===== src/rtl/apb_cmd_sequencer.sv =====
// Command front-end for the APB bridge: buffers host read/write commands and walks
// each one through SETUP/ACCESS, returning read data and status with a per-access timeout.
module apb_cmd_sequencer #(
  parameter int CMD_DEPTH = 4,
  parameter int TIMEOUT   = 16
) (
  input  logic        pclk,
  input  logic        Reset,
  input  logic        cmd_valid,
  output logic        cmd_ready,
  input  logic        cmd_write,
  input  logic [1:0]  cmd_sel,
  input  logic [4:0]  cmd_addr,
  input  logic [31:0] cmd_wdata,
  output logic        transfer,
  output logic        penable,
  output logic        pwrite,
  output logic [1:0]  Psel,
  output logic [4:0]  write_paddr,
  output logic [4:0]  apb_read_paddr,
  output logic [31:0] write_data,
  input  logic        pready,
  input  logic [31:0] apb_read_data_out,
  input  logic        PSLVERR,
  input  logic [2:0]  Error_Identify,
  output logic        rsp_valid,
  input  logic        rsp_ready,
  output logic [31:0] rsp_rdata,
  output logic        rsp_err,
  output logic [2:0]  rsp_code
);

  localparam int AW = $clog2(CMD_DEPTH);
  localparam int CW = $clog2(TIMEOUT + 1);

  typedef enum logic [1:0] {S_IDLE, S_SETUP, S_ACCESS, S_RESP} state_t;

  typedef struct packed {
    logic        write;
    logic [1:0]  sel;
    logic [4:0]  addr;
    logic [31:0] wdata;
  } cmd_t;

  cmd_t          fifo_q [CMD_DEPTH];
  logic [AW:0]   wr_ptr_q, wr_ptr_d, rd_ptr_q, rd_ptr_d;
  logic          empty, full, push, pop;
  cmd_t          head;

  state_t        state_q;
  logic [CW-1:0] tmo_q;
  logic          transfer_q, penable_q, pwrite_q;
  logic [1:0]    psel_q;
  logic [4:0]    waddr_q, raddr_q;
  logic [31:0]   wdata_q;
  logic          rsp_valid_q, rsp_err_q;
  logic [31:0]   rsp_rdata_q;
  logic [2:0]    rsp_code_q;

  // Extra pointer bit distinguishes full from empty when the index bits match.
  assign empty = (wr_ptr_q == rd_ptr_q);
  assign full  = (wr_ptr_q[AW] != rd_ptr_q[AW]) && (wr_ptr_q[AW-1:0] == rd_ptr_q[AW-1:0]);
  assign push  = cmd_valid && !full;
  assign pop   = (state_q == S_IDLE) && !empty;
  assign head  = fifo_q[rd_ptr_q[AW-1:0]];

  always_comb begin
    wr_ptr_d = wr_ptr_q + {{AW{1'b0}}, push};
    rd_ptr_d = rd_ptr_q + {{AW{1'b0}}, pop};
  end

  always_ff @(posedge pclk) begin
    if (push) fifo_q[wr_ptr_q[AW-1:0]] <= '{cmd_write, cmd_sel, cmd_addr, cmd_wdata};
  end

  always_ff @(posedge pclk or negedge Reset) begin
    if (!Reset) begin
      wr_ptr_q <= '0;
      rd_ptr_q <= '0;
    end else begin
      wr_ptr_q <= wr_ptr_d;
      rd_ptr_q <= rd_ptr_d;
    end
  end

  always_ff @(posedge pclk or negedge Reset) begin
    if (!Reset) begin
      state_q     <= S_IDLE;
      tmo_q       <= '0;
      transfer_q  <= 1'b0;
      penable_q   <= 1'b0;
      pwrite_q    <= 1'b0;
      psel_q      <= '0;
      waddr_q     <= '0;
      raddr_q     <= '0;
      wdata_q     <= '0;
      rsp_valid_q <= 1'b0;
      rsp_err_q   <= 1'b0;
      rsp_rdata_q <= '0;
      rsp_code_q  <= '0;
    end else begin
      case (state_q)
        S_IDLE: begin
          if (!empty) begin
            if (head.sel == 2'd1 || head.sel == 2'd2) begin
              state_q    <= S_SETUP;
              transfer_q <= 1'b1;
              penable_q  <= 1'b0;
              psel_q     <= head.sel;
              pwrite_q   <= head.write;
              waddr_q    <= head.write ? head.addr : 5'd0;
              raddr_q    <= head.write ? 5'd0 : head.addr;
              wdata_q    <= head.wdata;
            end else begin
              state_q     <= S_RESP;
              rsp_valid_q <= 1'b1;
              rsp_err_q   <= 1'b1;
              rsp_code_q  <= 3'b110;
              rsp_rdata_q <= '0;
            end
          end
        end
        S_SETUP: begin
          state_q   <= S_ACCESS;
          penable_q <= 1'b1;
          tmo_q     <= '0;
        end
        S_ACCESS: begin
          // A late pready on the final allowed cycle still wins over the timeout.
          if (pready || tmo_q == CW'(TIMEOUT - 1)) begin
            state_q     <= S_RESP;
            rsp_valid_q <= 1'b1;
            rsp_err_q   <= pready ? PSLVERR : 1'b1;
            rsp_code_q  <= pready ? Error_Identify : 3'b111;
            rsp_rdata_q <= (pready && !pwrite_q) ? apb_read_data_out : 32'd0;
            transfer_q  <= 1'b0;
            penable_q   <= 1'b0;
            pwrite_q    <= 1'b0;
            psel_q      <= '0;
            waddr_q     <= '0;
            raddr_q     <= '0;
            wdata_q     <= '0;
            tmo_q       <= '0;
          end else begin
            tmo_q <= tmo_q + CW'(1);
          end
        end
        S_RESP: begin
          if (rsp_ready) begin
            state_q     <= S_IDLE;
            rsp_valid_q <= 1'b0;
            rsp_err_q   <= 1'b0;
            rsp_code_q  <= '0;
            rsp_rdata_q <= '0;
          end
        end
        default: state_q <= S_IDLE;
      endcase
    end
  end

  assign cmd_ready      = !full;
  assign transfer       = transfer_q;
  assign penable        = penable_q;
  assign pwrite         = pwrite_q;
  assign Psel           = psel_q;
  assign write_paddr    = waddr_q;
  assign apb_read_paddr = raddr_q;
  assign write_data     = wdata_q;
  assign rsp_valid      = rsp_valid_q;
  assign rsp_err        = rsp_err_q;
  assign rsp_rdata      = rsp_rdata_q;
  assign rsp_code       = rsp_code_q;

endmodule


===== config.mk =====
export PLATFORM = sky130hd
export DESIGN_NAME = apb_cmd_sequencer
export DESIGN_NICKNAME = d
export VERILOG_FILES = /design/src/rtl/apb_cmd_sequencer.sv
export SDC_FILE = /design/constraint.sdc
export NUM_CORES = 1
export LEC_CHECK = 0
export BUFFER_PORTS_ARGS = -buffer_cell sky130_fd_sc_hd__buf_2
export CAP_MARGIN = 25
export CORE_MARGIN = 8
export CORE_UTILIZATION = 49
export CTS_BUF_LIST = sky130_fd_sc_hd__clkbuf_4
export DETAILED_ROUTE_END_ITERATION = 7
export PLACE_DENSITY = 0.75
export SYNTH_ARGS = -nofsm -noshare
export SYNTH_HDL_FRONTEND = slang
export SYNTH_SLANG_ARGS = --single-unit

===== constraint.sdc =====
create_clock -name pclk -period 8.74 [get_ports pclk]
set_input_delay 0.437 -clock pclk [delete_from_list [all_inputs] [get_ports pclk]]
set_output_delay 0.437 -clock pclk [all_outputs]
set_load 0.05 [all_outputs]

After elaboration in Yosys (flattened, before gate mapping):

Memory sizes are Yosys's and may differ from the RTL's.
Cells that the tools add are included.

* register bits after elaboration: 97
* latch bits: 0
* word-level logic and storage cells: 107
* output and inout bits: 85
* bits in read-only memories: 0
* memories: 1
* RAM bits: 160
* input bits: 81

Memory list
* fifo_q: depth 4, bits a word 40, rd ports 1, clocked after memory_dff 0, wr ports 1, line 45 `cmd_t fifo_q [CMD_DEPTH];`

* $add $sub $neg: 3
* magnitude comparators: 0
* divide/modulo/power cells: 0
* bitwise operators: 0
* reduce and logical (&&, ||, !) cells: 18
* multiply operators: 0
* equality and inequality tests: 14
* muxes and demuxes: 56
* shifts and indexed selects: 0

Operators by type and width (count)
* 32-bit two-way mux: 8
* 32-bit one-hot mux with 3 select lines: 1
* 32-bit one-hot mux with 2 select lines: 1
* 5-bit two-way mux: 8
* 5-bit one-hot mux with 2 select lines: 3
* 1-bit two-way mux: 15
* 3-bit two-way mux: 5
* 2-bit two-way mux: 7
* 1-bit one-hot mux with 3 select lines: 3
* 3-bit one-hot mux with 3 select lines: 1
* 2-bit inequality test, second input constant: 4
* 2-bit one-hot mux with 4 select lines: 1
* 4-bit AND reduction: 2
* 3-bit by 1-bit adder with 3-bit output: 2
* 2-bit equality test, second input constant: 3
* 3-bit nonzero test: 2
* 5-bit by 1-bit adder with 5-bit output, second input constant: 1
* 5-bit by 4-bit equality test with 1-bit output, second input constant: 1
* 5-bit AND reduction: 1
* 2-bit by 1-bit equality test with 1-bit output, second input constant: 2
* 1-bit logical AND: 4
* 1-bit one-hot mux with 2 select lines: 2
* 2-bit one-hot mux with 2 select lines: 1
* 2-bit nonzero test: 2
* 8 further kinds: 11

Depth between registers and ports, before layout:

* word-level depth: 6
* mapped depth: 9
* mapped depth without buffers: 7

Worst setup path after synthesis:

No wires, ideal clock.

* kind: flip-flop to flip-flop
* from: register rd_ptr_q[0]
* to: memory fifo_q[2][0] (netlist name) (enable)
* buffers on the path: 1
* clock period less this slack: 4.916 ns
* cell stages (with the launch flop): 6
* data required time: 8.245 ns
* data arrival time: 4.421 ns
* path slack: 3.824 ns
* library setup time: 0.495 ns
* cells stage by stage: dfrtp_1 buf_6 xor2_1 or3_1 nand2_1 nor3b_1

* word-level cells in the longest chain between the ends: 6

RTL lines
* from (decl): line 46 `logic [AW:0] wr_ptr_q, wr_ptr_d, rd_ptr_q, rd_ptr_d;`
* from (signal assigned): line 82 `rd_ptr_q <= rd_ptr_d;`
* 2-bit equality test: line 62 `assign full = (wr_ptr_q[AW] != rd_ptr_q[AW]) && (wr_ptr_q[AW-1:0] == rd_ptr_q[AW-1:0]);`
* 1-bit logical AND: line 62
* 1-bit logical NOT
* via cmd_ready: line 10 `output logic cmd_ready,`
* 1-bit logical AND: line 63 `assign push = cmd_valid && !full;`
* 1-bit two-way mux: line 73 `if (push) fifo_q[wr_ptr_q[AW-1:0]] <= '{cmd_write, cmd_sel, cmd_addr, cmd_wdata};`
* 1-bit two-way mux (not written as such): line 73
* to (decl): line 45

The timed path passes the listed nets, and every way through them passes these cells.

Worst setup path in the final report:

* from: register rd_ptr_q[0]
* to: register raddr_q[0] (netlist: apb_read_paddr[0])

* word-level cells in the longest chain between the ends: 5
* elaborated cells on any way between the ends: 12
* those cells by class: eq/ne (5); mux (4); reduce/logical (2); memory (1)

RTL lines
* memory read 4 x 40 bit
* 2-bit by 1-bit equality test with 1-bit output (tied with other cells): line 105 `if (head.sel == 2'd1 || head.sel == 2'd2) begin`
* 1-bit logical OR or 5-bit two-way mux (tied branches): line 105
* 2-bit by 1-bit inequality test with 1-bit output (no line) or 5-bit two-way mux (tied branches)
* 4-bit AND reduction (no line) or 5-bit one-hot mux with 2 select lines (tied branches)
* to (signal assigned): line 112 `raddr_q <= head.write ? 5'd0 : head.addr;`
* to (decl): line 54 `logic [4:0] waddr_q, raddr_q;`

Parallel ways exist; a longest one is shown, timed or not. The select of a mux whose other input is x is not followed.
A chain may end at the register's enable or synchronous reset.

==> flow_summary.yaml <==
global_routing:
  grt-ovfl-total: 0
  antenna_found_initial: 1
  grt_usage_pct: 20.0
  grt_pass1_vias: 7999
  grt_max_degree: 65
  grt_pass1_wl_um: 44400
timing:
  max_slew.worst_pin.slew_ps: 1040
  final.min_clock_period_ps: 3710
  finClkSkew_ps: 52.6
  finalSetupTns_ps: 0
  timing.final.hold_violations: 0
  max_freq_mhz: 269
  min_period_over_period_pct: 42.5
  drv_slew: 0
  setup_viol: 0
  worst_slack_ps: 5030
  slew_headroom_pct: 30.4
  rsz0062_at_grt: "false"
place:
  place_hpwl_um: 16300
  dpl_worst_slack_ps: 4960
  gp_congestion: 0.786
  io_buffers: 165
synthesis:
  synth_edf_count: 160
  synth.avg_cell_area_um2: 14.7
  yosysSeqAreaShare_pct: 64.8
  synth_warnings: 0
  synthArstFlopShare_pct: 37.7
  yosys.area.top_type: "edfxtp_1"
  ys_top_cells_by_area: "edfxtp_1, dfrtp_1, mux4_2"
  syn-instance-count: 760
  synth_ff_type: "edfxtp_1"
  ys_ff_latch: 257
  synthDominantCellAreaShare_pct: 43.1
  synth_nets: 852
  synthDistinctLibCells: 46
  synthesis.area_um2: 11200
setup_path:
  worstPathArrival_ps: 4230
  critPathTopFamily: "buffers and inverters"
  cp.required_ps: 9250
  slowest_stage: "dfrtp_2"
  slowest_delay_ps: 810
  critPathMaxFanout: 45
  worstSetupStartpointType: "flop"
  cpMostUsedCell: "buf_4"
  crit_type: "reg2reg"
  cp.buffers_inverters: 3
  path_cells: "buf_4 > mux4_2 > xor2_2 > buf_4 > a41oi_4 > buf_4 > mux2_2"
  cp-end-kind: "flop"
cts:
  holdBufCountCts: 41
  clkTransAtPathRegs_ps: 60
  postCtsSetupBuffers: 0
  cts.sinks: 257
  ctsHtreeMaxLevel: 3
  cts-resized-gates: 0
  clock-root-buffer: "clkbuf_4"
  cts.path.max_buffers: 3
  cts_inserted_buffers: 68
  insertion_delay_ps: 670
  cts_tree: "yes"
run_status:
  status: "completed"
die:
  chipHeight_um: 167
  initial_core_util_pct: 49.6
  coreArea_um2: 22500
  ios: 166
  die_width_um: 167
  die_area_um2: 27900
  rows: 55
min_path:
  hp-class: "in2reg"
routing:
  avgViaCountPerCell: 6.02
  wl_per_cell_um: 21.1
  wirelength_um: 27900
  first_iter_violations: 728
  dr.pass1.iters: 6
  vias: 7945
  drc: 0
  antenna_left: 0
finish:
  layout_commonest_cell: "buf_2"
  syn_to_final_growth_pct: 21.5
  final_util_pct: 60.2
  nNetsFinal: 1073
  drive_above_1_share_pct: 37.1
  fillCellCount: 1699
  final_cell_mix: "buf_2, edfxtp_1, dfrtp_1, clkbuf_4, nand2_1"
flow_run:
  maxCapViolCount: 0
power:
  vdd_drop_max_mv: 0.205
  power.density_nw_per_um2: 372
  leakagePower_nw: 5.40
worst reg2reg max path: stages (launching register included):
cell,delay [ps]
dfrtp_2,810
buf_4,540
mux4_2,660
xor2_2,200
buf_4,260
a41oi_4,250
buf_4,480
mux2_2,410
report_power, final:
part | internal (mW) | switching, mW
Clock | 0.569 | 0.495
Sequential | 1.62 | 0.202
Combinational | 0.710 | 1.45
final timing paths:
| check | to | cells past startpoint | slack (ps) | startpoint |
|---|---|---|---|---|
| setup reg to reg | apb_read_paddr[0]$_DFFE_PN0P_ | 7 | 5030 | rd_ptr_q[0]$_DFF_PN0_ |
| setup / recovery | apb_read_paddr[0]$_DFFE_PN0P_ | 7 | 5030 | rd_ptr_q[0]$_DFF_PN0_ |
| min in group asynchronous | write_data[28]$_DFFE_PN0P_ | 2 | 330 | Reset |
| hold reg to reg | tmo_q[3]$_DFFE_PN0P_ | 1 | 490 | tmo_q[3]$_DFFE_PN0P_ |
| max in group asynchronous | rd_ptr_q[0]$_DFF_PN0_ | 3 | 7110 | Reset |
| hold / removal | rsp_rdata[15]$_DFFE_PN0P_ | 4 | 150 | apb_read_data_out[15] |
layout make-up:
cell class / instances / area [um2] / share of cell area, %
Antenna cell: 1 / 2.50 / 0.0185
Inverter: 10 / 37.5 / 0.277
Multi-Input combinational cell: 419 / 3640 / 26.9
Clock buffer: 95 / 713 / 5.26
Tap cell: 285 / 357 / 2.63
Sequential cell: 257 / 7230 / 53.4
Timing Repair Buffer: 225 / 1390 / 10.3
Clock inverter: 27 / 176 / 1.30
synth_stat cells (3+ instances only):
library cell    n
edfxtp_1      160
dfrtp_1        97
nand2_1        72
clkbuf_1       63
a22o_1         42
mux4_2         40
o211ai_1       40
o31ai_1        37
nand3_1        35
o221a_2        35
or4_1          35
ha_1           11
o21ai_0        11
inv_1          10
buf_2           6
nor2_1          6
nor3_1          6
xor2_1          6
nor4_1          5
and3_1          3
buf_6           3
mux2_2          3
nand4_1         3
nor3b_1         3
or3_1           3
per-stage QoR:
| step | total power [mW] | area [um2] | hold WS (ps) | cells |
|---|---|---|---|---|
| 2_1_floorplan | 3.42 | 11200 | 141 | 760 |
| 3_3_place_gp | 3.93 | 12200 | 461 | 1154 |
| 3_5_place_dp | 3.98 | 12200 | 477 | 1154 |
| 4_1_cts | 5.07 | 13500 | 91.7 | 1317 |
| 5_1_grt | 5.31 | 13600 | 107 | 1319 |
| 6_report | 5.04 | 13600 | 147 | 1319 |
logic make-up after synthesis:
kind of cell / share of synthesized area, %
muxes: 8.38
buffers and inverters: 3.10
AOI/OAI and AO/OA: 13.5
and+or+nand+nor: 8.33
adders and majority gates: 1.23
DFF: 64.8
xor gates and xnor gates: 0.628
per-layer routing:
layer / routed length [um] / GRT usage [%] / part of all wire, %
met4: 479 / 6.03 / 1.7
met2: 13300 / 31.3 / 48
met3: 2440 / 5.86 / 8.7
met1: 11600 / 26.6 / 42
met5: 0 / 0 / 0
state kept, by name, indices dropped and copies added (netlist names), 2 cells and up:
register / flops
Psel: 2
apb_read_paddr: 5
fifo_q: 160
rd_ptr_q: 3
rsp_code: 3
rsp_rdata: 32
state_q: 2
tmo_q: 5
wr_ptr_q: 3
write_data: 32
write_paddr: 5
Power figures use the tool's default switching activity.
